### src/rtl/riscv_pkg.sv
// Shared RV32 front-end definitions: opcode constants for the main decoder,
// the canonical NOP encoding, and the fetch-unit state encoding.
package riscv_pkg;

   localparam logic [6:0] OP_LOAD   = 7'b000_0011;
   localparam logic [6:0] OP_STORE  = 7'b010_0011;
   localparam logic [6:0] OP_RTYPE  = 7'b011_0011;
   localparam logic [6:0] OP_BRANCH = 7'b110_0011;
   localparam logic [6:0] OP_ITYPE  = 7'b001_0011;
   localparam logic [6:0] OP_JAL    = 7'b110_1111;

   localparam logic [31:0] INSTR_NOP = 32'h0000_0013;

   // RUN: nothing in flight; WAIT: one request in flight, response kept;
   // DROP: one request in flight, response discarded (stale after redirect).
   typedef enum logic [1:0] {
      RUN  = 2'd0,
      WAIT = 2'd1,
      DROP = 2'd2
   } fetch_state_t;

endpackage

### src/rtl/fetch_fifo.sv
// In-order instruction buffer used by the fetch unit.
// Ports: clk, reset (sync, active-high), flush (empties buffer), push/push_data,
//        pop, head_data (oldest entry), count, full, empty.
// DEPTH must be a power of two so the pointers wrap naturally.
module fetch_fifo #(
   parameter int unsigned DEPTH = 2,
   parameter int unsigned WIDTH = 64
) (
   input  logic                   clk,
   input  logic                   reset,
   input  logic                   flush,
   input  logic                   push,
   input  logic [WIDTH-1:0]       push_data,
   input  logic                   pop,
   output logic [WIDTH-1:0]       head_data,
   output logic [$clog2(DEPTH):0] count,
   output logic                   full,
   output logic                   empty
);

   localparam int unsigned AW = $clog2(DEPTH);
   localparam int unsigned CW = AW + 1;

   logic [WIDTH-1:0] mem [DEPTH];
   logic [AW-1:0]    rd_ptr;
   logic [AW-1:0]    wr_ptr;

   // Pointer and occupancy tracking; flush behaves like reset.
   always_ff @(posedge clk) begin
      if (reset || flush) begin
         rd_ptr <= '0;
         wr_ptr <= '0;
         count  <= '0;
      end else begin
         if (push) wr_ptr <= wr_ptr + AW'(1);
         if (pop)  rd_ptr <= rd_ptr + AW'(1);
         count <= count + CW'(push) - CW'(pop);
      end
   end

   // Storage needs no reset; the occupancy count qualifies every read.
   always_ff @(posedge clk) begin
      if (push) mem[wr_ptr] <= push_data;
   end

   assign head_data = mem[rd_ptr];
   assign full      = (count == CW'(DEPTH));
   assign empty     = (count == '0);

endmodule

### src/rtl/instr_fetch_unit.sv
// Instruction fetch front-end: holds the PC, issues one word fetch at a time
// over a valid/ready request channel, buffers responses in order, and hands
// instr/op/pc to decode with a valid/ready handshake. A redirect flushes the
// buffer and drops any response still in flight.
// Ports:
//   clk, reset (sync, active-high)
//   imem_req_valid/ready/addr  - fetch request channel
//   imem_rsp_valid/data        - in-order fetch responses
//   redirect_valid/pc          - change of flow
//   instr_valid/ready, instr, op, instr_pc, instr_pc_plus4 - decode interface
// Build option: IFETCH_BYPASS_EN - a kept response arriving while the buffer is
// empty is presented to decode combinationally in the same cycle.
module instr_fetch_unit
   import riscv_pkg::*;
#(
   parameter int unsigned     XLEN       = 32,
   parameter logic [XLEN-1:0] RESET_PC   = '0,
   parameter int unsigned     FIFO_DEPTH = 2
) (
   input  logic            clk,
   input  logic            reset,
   output logic            imem_req_valid,
   input  logic            imem_req_ready,
   output logic [XLEN-1:0] imem_req_addr,
   input  logic            imem_rsp_valid,
   input  logic [XLEN-1:0] imem_rsp_data,
   input  logic            redirect_valid,
   input  logic [XLEN-1:0] redirect_pc,
   output logic            instr_valid,
   input  logic            instr_ready,
   output logic [XLEN-1:0] instr,
   output logic [6:0]      op,
   output logic [XLEN-1:0] instr_pc,
   output logic [XLEN-1:0] instr_pc_plus4
);

   localparam int unsigned CW = $clog2(FIFO_DEPTH) + 1;
   localparam int unsigned EW = 2 * XLEN;

   fetch_state_t    state, state_nxt;
   logic [XLEN-1:0] fetch_pc, fetch_pc_nxt;
   logic [XLEN-1:0] req_pc;
   logic [CW-1:0]   fifo_count;
   logic            fifo_full, fifo_empty;
   logic            fifo_push, fifo_pop;
   logic [EW-1:0]   fifo_head;
   logic            credit_ok, req_fire, rsp_keep, bypass;
   logic            unused_redirect_lsb;

   // Redirect targets are forced word-aligned; the low bits are ignored.
   assign unused_redirect_lsb = ^redirect_pc[1:0];

   // Request issue and response acceptance. Credit counts the kept in-flight
   // response; a same-cycle dequeue deliberately does not free a slot.
   always_comb begin
      credit_ok      = (state == WAIT) ? (fifo_count < CW'(FIFO_DEPTH - 1)) : ~fifo_full;
      imem_req_valid = ~reset & ~redirect_valid & credit_ok &
                       ((state == RUN) | ((state == WAIT) & imem_rsp_valid));
      imem_req_addr  = fetch_pc;
      req_fire       = imem_req_valid & imem_req_ready;
      rsp_keep       = ~reset & ~redirect_valid & (state == WAIT) & imem_rsp_valid;
   end

`ifdef IFETCH_BYPASS_EN
   assign bypass = rsp_keep & fifo_empty;
`else
   assign bypass = 1'b0;
`endif

   // A bypassed response consumed by decode this cycle is not buffered.
   assign fifo_push = rsp_keep & ~(bypass & instr_ready);
   assign fifo_pop  = ~fifo_empty & instr_ready & ~redirect_valid;

   fetch_fifo #(
      .DEPTH (FIFO_DEPTH),
      .WIDTH (EW)
   ) u_fetch_fifo (
      .clk       (clk),
      .reset     (reset),
      .flush     (redirect_valid),
      .push      (fifo_push),
      .push_data ({imem_rsp_data, req_pc}),
      .pop       (fifo_pop),
      .head_data (fifo_head),
      .count     (fifo_count),
      .full      (fifo_full),
      .empty     (fifo_empty)
   );

   // State, fetch PC and PC of the outstanding request.
   always_ff @(posedge clk) begin
      if (reset) begin
         state    <= RUN;
         fetch_pc <= RESET_PC;
         req_pc   <= '0;
      end else begin
         state    <= state_nxt;
         fetch_pc <= fetch_pc_nxt;
         if (req_fire) req_pc <= fetch_pc;
      end
   end

   // Next state and next fetch PC; redirect overrides normal sequencing.
   always_comb begin
      state_nxt    = state;
      fetch_pc_nxt = fetch_pc;
      if (redirect_valid) begin
         fetch_pc_nxt = {redirect_pc[XLEN-1:2], 2'b00};
         // Anything still outstanding after this cycle is now stale.
         state_nxt    = ((state != RUN) && !imem_rsp_valid) ? DROP : RUN;
      end else begin
         case (state)
            RUN:     if (req_fire) state_nxt = WAIT;
            WAIT:    if (imem_rsp_valid) state_nxt = req_fire ? WAIT : RUN;
            DROP:    if (imem_rsp_valid) state_nxt = RUN;
            default: state_nxt = RUN;
         endcase
         if (req_fire) fetch_pc_nxt = fetch_pc + XLEN'(4);
      end
   end

   // Decode-side view: bypassed response or buffer head, zero when idle.
   always_comb begin
      instr_valid    = 1'b0;
      instr          = '0;
      instr_pc       = '0;
      instr_pc_plus4 = '0;
      if (bypass) begin
         instr_valid = 1'b1;
         instr       = imem_rsp_data;
         instr_pc    = req_pc;
      end else if (!fifo_empty) begin
         instr_valid       = 1'b1;
         {instr, instr_pc} = fifo_head;
      end
      if (instr_valid) instr_pc_plus4 = instr_pc + XLEN'(4);
      op = instr[6:0];
   end

endmodule

### config.mk
export PLATFORM = sky130hd
export DESIGN_NAME = instr_fetch_unit
export DESIGN_NICKNAME = d
export VERILOG_FILES = /design/src/rtl/riscv_pkg.sv /design/src/rtl/fetch_fifo.sv /design/src/rtl/instr_fetch_unit.sv
export SDC_FILE = /design/constraint.sdc
export NUM_CORES = 1
export LEC_CHECK = 0
export CAP_MARGIN = 30
export CELL_PAD_IN_SITES_DETAIL_PLACEMENT = 1
export CELL_PAD_IN_SITES_GLOBAL_PLACEMENT = 2
export CORE_MARGIN = 2
export CORE_UTILIZATION = 35
export CTS_BUF_LIST = sky130_fd_sc_hd__clkbuf_8
export DETAILED_ROUTE_END_ITERATION = 10
export GPL_TIMING_DRIVEN = 0
export HOLD_SLACK_MARGIN = 0.06
export PLACE_DENSITY = 0.9
export SLEW_MARGIN = 0
export SYNTH_ARGS = -nofsm -noshare
export SYNTH_HDL_FRONTEND = slang
export SYNTH_SLANG_ARGS = --single-unit
### constraint.sdc
create_clock -name clk -period 9.2 [get_ports clk]
set_clock_uncertainty 0.2 [all_clocks]
set_input_delay 0.92 -clock clk [delete_from_list [all_inputs] [get_ports clk]]
set_output_delay 0.92 -clock clk [all_outputs]
set_load 0.01 [all_outputs]
==> flow_metrics.tcl, run 1 <==
set metrics [dict create \
    antenna_found_initial 0 \
    netlist_area_um2 8594 \
    cts_tree "built" \
    synth_warnings 0 \
    vias 6634 \
    relSlewSlack_pct 41.56 \
    power_frac_seq_pct 59.3 \
    async_flop_share_pct 0 \
    die_area_um2 25820 \
    row_count 57 \
    worstPathArrival_ns 5.09 \
    grt_util_all_layers_pct 19.76 \
    n_antenna_cell 0 \
    ios 207 \
    drv_slew 0 \
    drive_above_1_share_pct 8.939 \
    grt_pass1_wl_um 39540 \
    portBuffers 198 \
    r2r_cells 12 \
    htreeDepth 4 \
    cp_data_required_time_ns 8.08 \
    power_frac_clock_pct 34.2 \
    avgSynthCellArea_um2 11.05 \
    finalPower_mw 1.578 \
    end_kind "primary output" \
    first_pass_iters 5 \
    placed_cell_area_um2 11070 \
    hold_class "flip-flop to flip-flop" \
    synth_seq_area_share_pct 58.93 \
    yosys-top-cells-count "edfxtp_1, nand2_1, nor2_1" \
    tightest_slew_ns 0.8766 \
    route.detailed.drc 0 \
    areaGrowthSynthToFinish_pct 33.18 \
    cts_resized 0 \
    critPathMaxFanout 10 \
    dieWidth_um 160.7 \
    outcome "finished, final reports clean" \
    internal-power_mw 1.199 \
    cap_viol_max_count 0 \
    worstSkewPairLatency_ns 0.46 \
    die_y_um 160.7 \
    clock_sinks 191 \
    cts_buffer_depth 2 \
    root_buffer "clkbuf_8" \
    core_area_um2 24250 \
    path_clk_slew_ns 0.10 \
    p_comb_share_pct 6.5 \
    finalInstanceArea_um2 11450 \
    drt-total-wl_um 25440 \
    nets 1079 \
    criticalPathCategory "flip-flop to primary output" \
    leakagePower_nw 3.798 \
    ys_ff_latch 191 \
    overflow 0 \
    grt_max_degree 63 \
    ys.flop_type "edfxtp_1" \
    setup_viol 0 \
    yosysMostFrequentCell "edfxtp_1" \
    drtAntennaViolNets 0 \
    drt_iter0_drc 320 \
    min_path_cells 0 \
    synth_top_area_share_pct 43.33 \
    ctsHoldBuffers 0 \
    synth.distinct_cells 57 \
    grt_pass1_vias 7003 \
    p_switching_mw 0.3780 \
    routed_via_density 4.943 \
    synth_edf_count 124 \
    swShare_pct 23.96 \
    startpoint_type "flip-flop" \
    floorplan.initialDensity_pct 35.44 \
    fmax_ghz 0.1611 \
    powerDensity_nw_per_um2 137.8 \
    final_core_util_pct 47.20 \
    cts_setup_buffers 0 \
    synthTopCellsByArea "edfxtp_1, dfxtp_1, mux2i_1" \
    gp_congestion 0.8288 \
    dp_hpwl_um 19650 \
    syn_inst 778 \
    post-route-min-period_ns 6.207 \
    post-place-ws_ns 3.384 \
    hold_viol_final 0 \
    numCtsBuffers 17 \
    synth_area_leader_cell "edfxtp_1" \
    post-route-period-util_pct 67.47 \
    ir_drop_v 0.00007162 \
    wl_per_cell_um 18.96 \
    finalWorstSetupSlack_ns 2.993 \
    rsz0062_at_grt "false" \
    fin_setup_tns_ns 0 \
]
[cell families (layout without fill, tap and decap cells)]
| logic type | Yosys count | count (layout) | synth area share, % |
|---|---|---|---|
| and+or+nand+nor | 297 | 297 | 16.95 |
| DFF | 191 | 191 | 58.93 |
| AOI/OAI and AO/OA | 107 | 107 | 7.206 |
| muxes | 73 | 73 | 8.647 |
| buffers and inverters | 69 | 304 | 3.974 |
| xor gates and xnor gates | 36 | 36 | 3.669 |
| adders and majority gates | 4 | 4 | 0.5823 |
| other | 1 | 6 | 0.04363 |
[worst max-delay path, cell delays in order (launching register included)]
cell	delay [ns]
dfxtp_1	0.37
nor2_1	0.38
clkbuf_1	0.44
buf_2	0.32
buf_2	0.31
buf_2	0.27
buf_1	0.48
nor2_1	0.14
ha_1	0.24
o21ai_0	0.10
nor2_1	0.13
nand3_1	0.19
or2_1	0.13
buf_2	0.19
nor4_2	0.07
mux2_1	0.36
clkdlybuf4s50_1	0.49
[placed cells by master, fill, tap and decap left out, drive strengths merged, types with 5 or more instances in the layout]
cell / netlist / final
nor3: 25 / 25
a211oi: 6 / 6
nor2: 88 / 88
buf: 37 / 42
mux2: 7 / 7
a21oi: 67 / 67
dfxtp: 67 / 67
xor2: 20 / 20
nor4: 13 / 13
a22oi: 5 / 5
nand2: 95 / 95
xnor2: 16 / 16
edfxtp: 124 / 124
conb: 1 / 6
clkdlybuf4s50: 0 / 198
mux2i: 66 / 66
nand3: 23 / 23
o21ai: 14 / 14
inv: 13 / 21
clkbuf: 18 / 36
and2: 13 / 13
nand4: 12 / 12
[layer usage]
layer	share of wire, %	wire length (um)	global-route usage (%)
met3	5.0	1263	2.944
met1	45	11540	26.34
met4	1.8	454	5.763
met5	0	0	0
met2	48	12190	33.54
[state kept, by name (all words and copies together), names as in the netlist, named ones only]
name and flops:
u_fetch_fifo.wr_ptr 1, imem_req_addr 30, u_fetch_fifo.count 2, u_fetch_fifo.mem 124, req_pc 30, u_fetch_fifo.rd_ptr 1
state 2
[final timing paths]
check                                   start                          endpoint  slack (ns)
max reg2reg  u_fetch_fifo.count[1]$_SDFF_PP0_  u_fetch_fifo.count[1]$_SDFF_PP0_        6.06
min reg2reg            req_pc[4]$_SDFFE_PP0P_  u_fetch_fifo.mem[0][4]$_DFFE_PP_        0.26
min                    req_pc[4]$_SDFFE_PP0P_  u_fetch_fifo.mem[0][4]$_DFFE_PP_        0.26
max          u_fetch_fifo.count[1]$_SDFF_PP0_                instr_pc_plus4[20]        2.99
[per-stage QoR]
| stage | std cells | hold slack [ns] |
|---|---|---|
| 2_1_floorplan | 783 | 0.2254 |
| 3_3_place_gp | 1305 | 0.2333 |
| 3_5_place_dp | 1310 | 0.2472 |
| 4_1_cts | 1342 | 0.2647 |
| 5_1_grt | 1342 | 0.2779 |
| 6_report | 1342 | 0.2551 |
[power groups by stage]
stage / combinational (mW) / clock (mW) / sequential, mW
CTS: 0.103 / 0.558 / 0.936
detailed placement: 0.102 / 0 / 0.955
finish: 0.102 / 0.540 / 0.936
floorplan: 0.0363 / 0 / 0.953
global route: 0.111 / 0.587 / 0.938
global placement: 0.0997 / 0 / 0.955
[layout make-up]
cell class	instances	area [um2]
timing repair buffer	203	2042
clock buffer	18	247.7
multi-input combinational	523	3214
tap	324	405.4
buffer	55	289.0
fill	2634	12800
sequential	191	5065
clock inverter	14	130.1
inverter	14	52.55
(Power assumes the default switching activity.)
==> run 2, diff against run 1 <==
CORE_UTILIZATION = 33   (was 35)
PLACE_DENSITY = 0.86   (was 0.9)
clock period = 6.5 ns   (was 9.2 ns; I/O delays follow)
==> run 2 against run 1 <==
Effect of this change: final cell count is 0.89% higher; sequential share of layout area hardly changed; sequential power grew 42%; non-clock buffer count is 1 higher; total power up 39%; count of clock-buffer cells in the layout shrank 1; critical path depth is the same; combinational power grew 42%; first-iteration DRC count increased by 29%; global-route usage fell by 1.2 points; highest routed layer unchanged.
==> flow_metrics.tcl, run 2 (same netlist as run 1, synthesis figures left out) <==
set metrics [dict create \
    outcome "finished, final reports clean" \
    r2r_slack_ns 3.33 \
    crit_path_start "u_fetch_fifo.count[1]$_SDFF_PP0_" \
    first_pass_iters 5 \
    cts_tree "built" \
    finalPower_mw 2.199 \
    final_cell_mix "clkdlybuf4s50_1, edfxtp_1, nand2_1" \
    clock_sinks 191 \
    post-place-ws_ns 0.8883 \
    antenna_found_initial 0 \
    highest_layer "met4" \
    root_buffer "clkbuf_8" \
    dp_hpwl_um 19110 \
    route.detailed.drc 0 \
    numCtsBuffers 17 \
    hold_viol_final 0 \
    die_y_um 165.4 \
    rsz0062_at_grt "false" \
    routed_via_density 4.902 \
    cp_data_required_time_ns 5.65 \
    nets 1080 \
    powerDensity_nw_per_um2 192.2 \
    row_count 59 \
    cts_resized 0 \
    r2r_cells 12 \
    r2r_start "u_fetch_fifo.count[1]$_SDFF_PP0_" \
    largest_reg_flops 124 \
    crit_path_end "instr_pc_plus4[20]" \
    worstPathArrival_ns 5.12 \
    max_stage_delay_ns 0.48 \
    ctsHoldBuffers 0 \
    grt_pass1_vias 6742 \
    post-route-period-util_pct 91.90 \
    cap_viol_max_count 0 \
    floorplan.initialDensity_pct 33.26 \
    post-route-min-period_ns 5.974 \
    n_antenna_cell 0 \
    drive_above_1_share_pct 8.930 \
    met3WireLength_um 1422 \
    relSlewSlack_pct 41.83 \
    areaGrowthSynthToFinish_pct 33.16 \
    leakagePower_nw 3.793 \
    cts_setup_buffers 0 \
    slowest_stage "buf_1" \
    vias 6637 \
    portBuffers 198 \
    drt_iter0_drc 412 \
    worstSetupPathDepth 16 \
    crit_family "buffers and inverters" \
    critPathMostFrequentCell "buf_2" \
    drv_slew 0 \
    path_cells "nor2_1 > clkbuf_1 > buf_2 > buf_2 > buf_2 > buf_1 > nor2_1 > ha_1 > o21ai_0 > nor2_1 > nand3_1 > or2_1 > buf_2 > nor4_2 > mux2_1 > clkdlybuf4s50_1" \
    htreeDepth 4 \
    wl_per_cell_um 18.39 \
    grt_max_degree 63 \
    finalWorstSetupSlack_ns 0.5262 \
    ios 207 \
    gp_congestion 0.8173 \
    path_clk_slew_ns 0.10 \
    die_area_um2 27350 \
    r2r_end "u_fetch_fifo.count[1]$_SDFF_PP0_" \
    startpoint_type "flip-flop" \
    ir_drop_v 0.0001028 \
    hold_class "flip-flop to flip-flop" \
    grt_util_all_layers_pct 18.60 \
    cts_buffer_depth 2 \
    path_buf_inv 7 \
    final_common_cell "clkdlybuf4s50_1" \
    worstSkewPairLatency_ns 0.46 \
    end_kind "primary output" \
    grt_pass1_wl_um 38850 \
    overflow 0 \
    core_area_um2 25840 \
    setup_viol 0 \
    tightest_slew_ns 0.8726 \
    wl_met2_um 11560 \
    drt-total-wl_um 24900 \
    drtAntennaViolNets 0 \
    dieWidth_um 165.4 \
    fmax_ghz 0.1674 \
    drt-met1-wl_um 11660 \
    critPathMaxFanout 10 \
    criticalPathCategory "flip-flop to primary output" \
    max_flop_register "u_fetch_fifo.mem" \
]
run 2: cell types whose count changed in the layout (fill, tap and decap cells not counted), sizes merged:
cell / delta
bufinv: -1
clkinv: +3
clkbuf: -1
inv: +1
buf: +1
clkinvlp: -2
run 2: layout make-up:
class / instances / area, um2
Buffer: 55 / 289.0
Clock buffer: 17 / 234.0
Clock inverter: 15 / 121.4
Fill cell: 2864 / 14390
Inverter: 14 / 52.55
Multi-Input combinational cell: 523 / 3214
Sequential cell: 191 / 5065
Tap cell: 335 / 419.2
Timing Repair Buffer: 204 / 2049
run 2: per-layer routing:
metal,global-route usage (%),vias up
met1,25.21,3214
met5,0,-
met4,3.840,0
li1,-,3216
met2,30.98,193
met3,3.771,14
run 2: where the power goes:
| part | leakage [nW] | internal (mW) | total [mW] | switching (mW) |
|---|---|---|---|---|
| Sequential | 1.76 | 1.30 | 1.33 | 0.0262 |
| Clock | 0.181 | 0.277 | 0.729 | 0.452 |
| Combinational | 1.85 | 0.0778 | 0.145 | 0.0674 |
| Total | 3.79 | 1.65 | 2.20 | 0.546 |
run 2: how the worst min path moves through the flow:
stage	to	cells past startpoint	from	slack, ns
after floorplan	u_fetch_fifo.mem[0][10]$_DFFE_PP_	0	req_pc[10]$_SDFFE_PP0P_	0.23
after global placement	u_fetch_fifo.mem[0][18]$_DFFE_PP_	0	req_pc[18]$_SDFFE_PP0P_	0.23
after detailed placement	u_fetch_fifo.mem[1][18]$_DFFE_PP_	0	req_pc[18]$_SDFFE_PP0P_	0.24
after CTS	u_fetch_fifo.mem[1][18]$_DFFE_PP_	0	req_pc[18]$_SDFFE_PP0P_	0.27
after global routing	u_fetch_fifo.mem[0][2]$_DFFE_PP_	0	req_pc[2]$_SDFFE_PP0P_	0.29
final	u_fetch_fifo.mem[1][22]$_DFFE_PP_	0	req_pc[22]$_SDFFE_PP0P_	0.27
run 2: per-stage QoR:
step / cell area (um2) / setup TNS [ns] / std cells / hold WS, ns / utilization (%)
finish: 11440 / 0 / 1354 / 0.2660 / 44.30
global route: 11440 / 0 / 1354 / 0.2886 / 44.30
CTS: 11440 / 0 / 1354 / 0.2695 / 44.30
detailed placement: 11090 / 0 / 1322 / 0.2438 / 42.92
global placement: 11010 / -169.56 / 1316 / 0.2335 / 42.63
floorplan: 8613 / 0 / 783 / 0.2254 / -
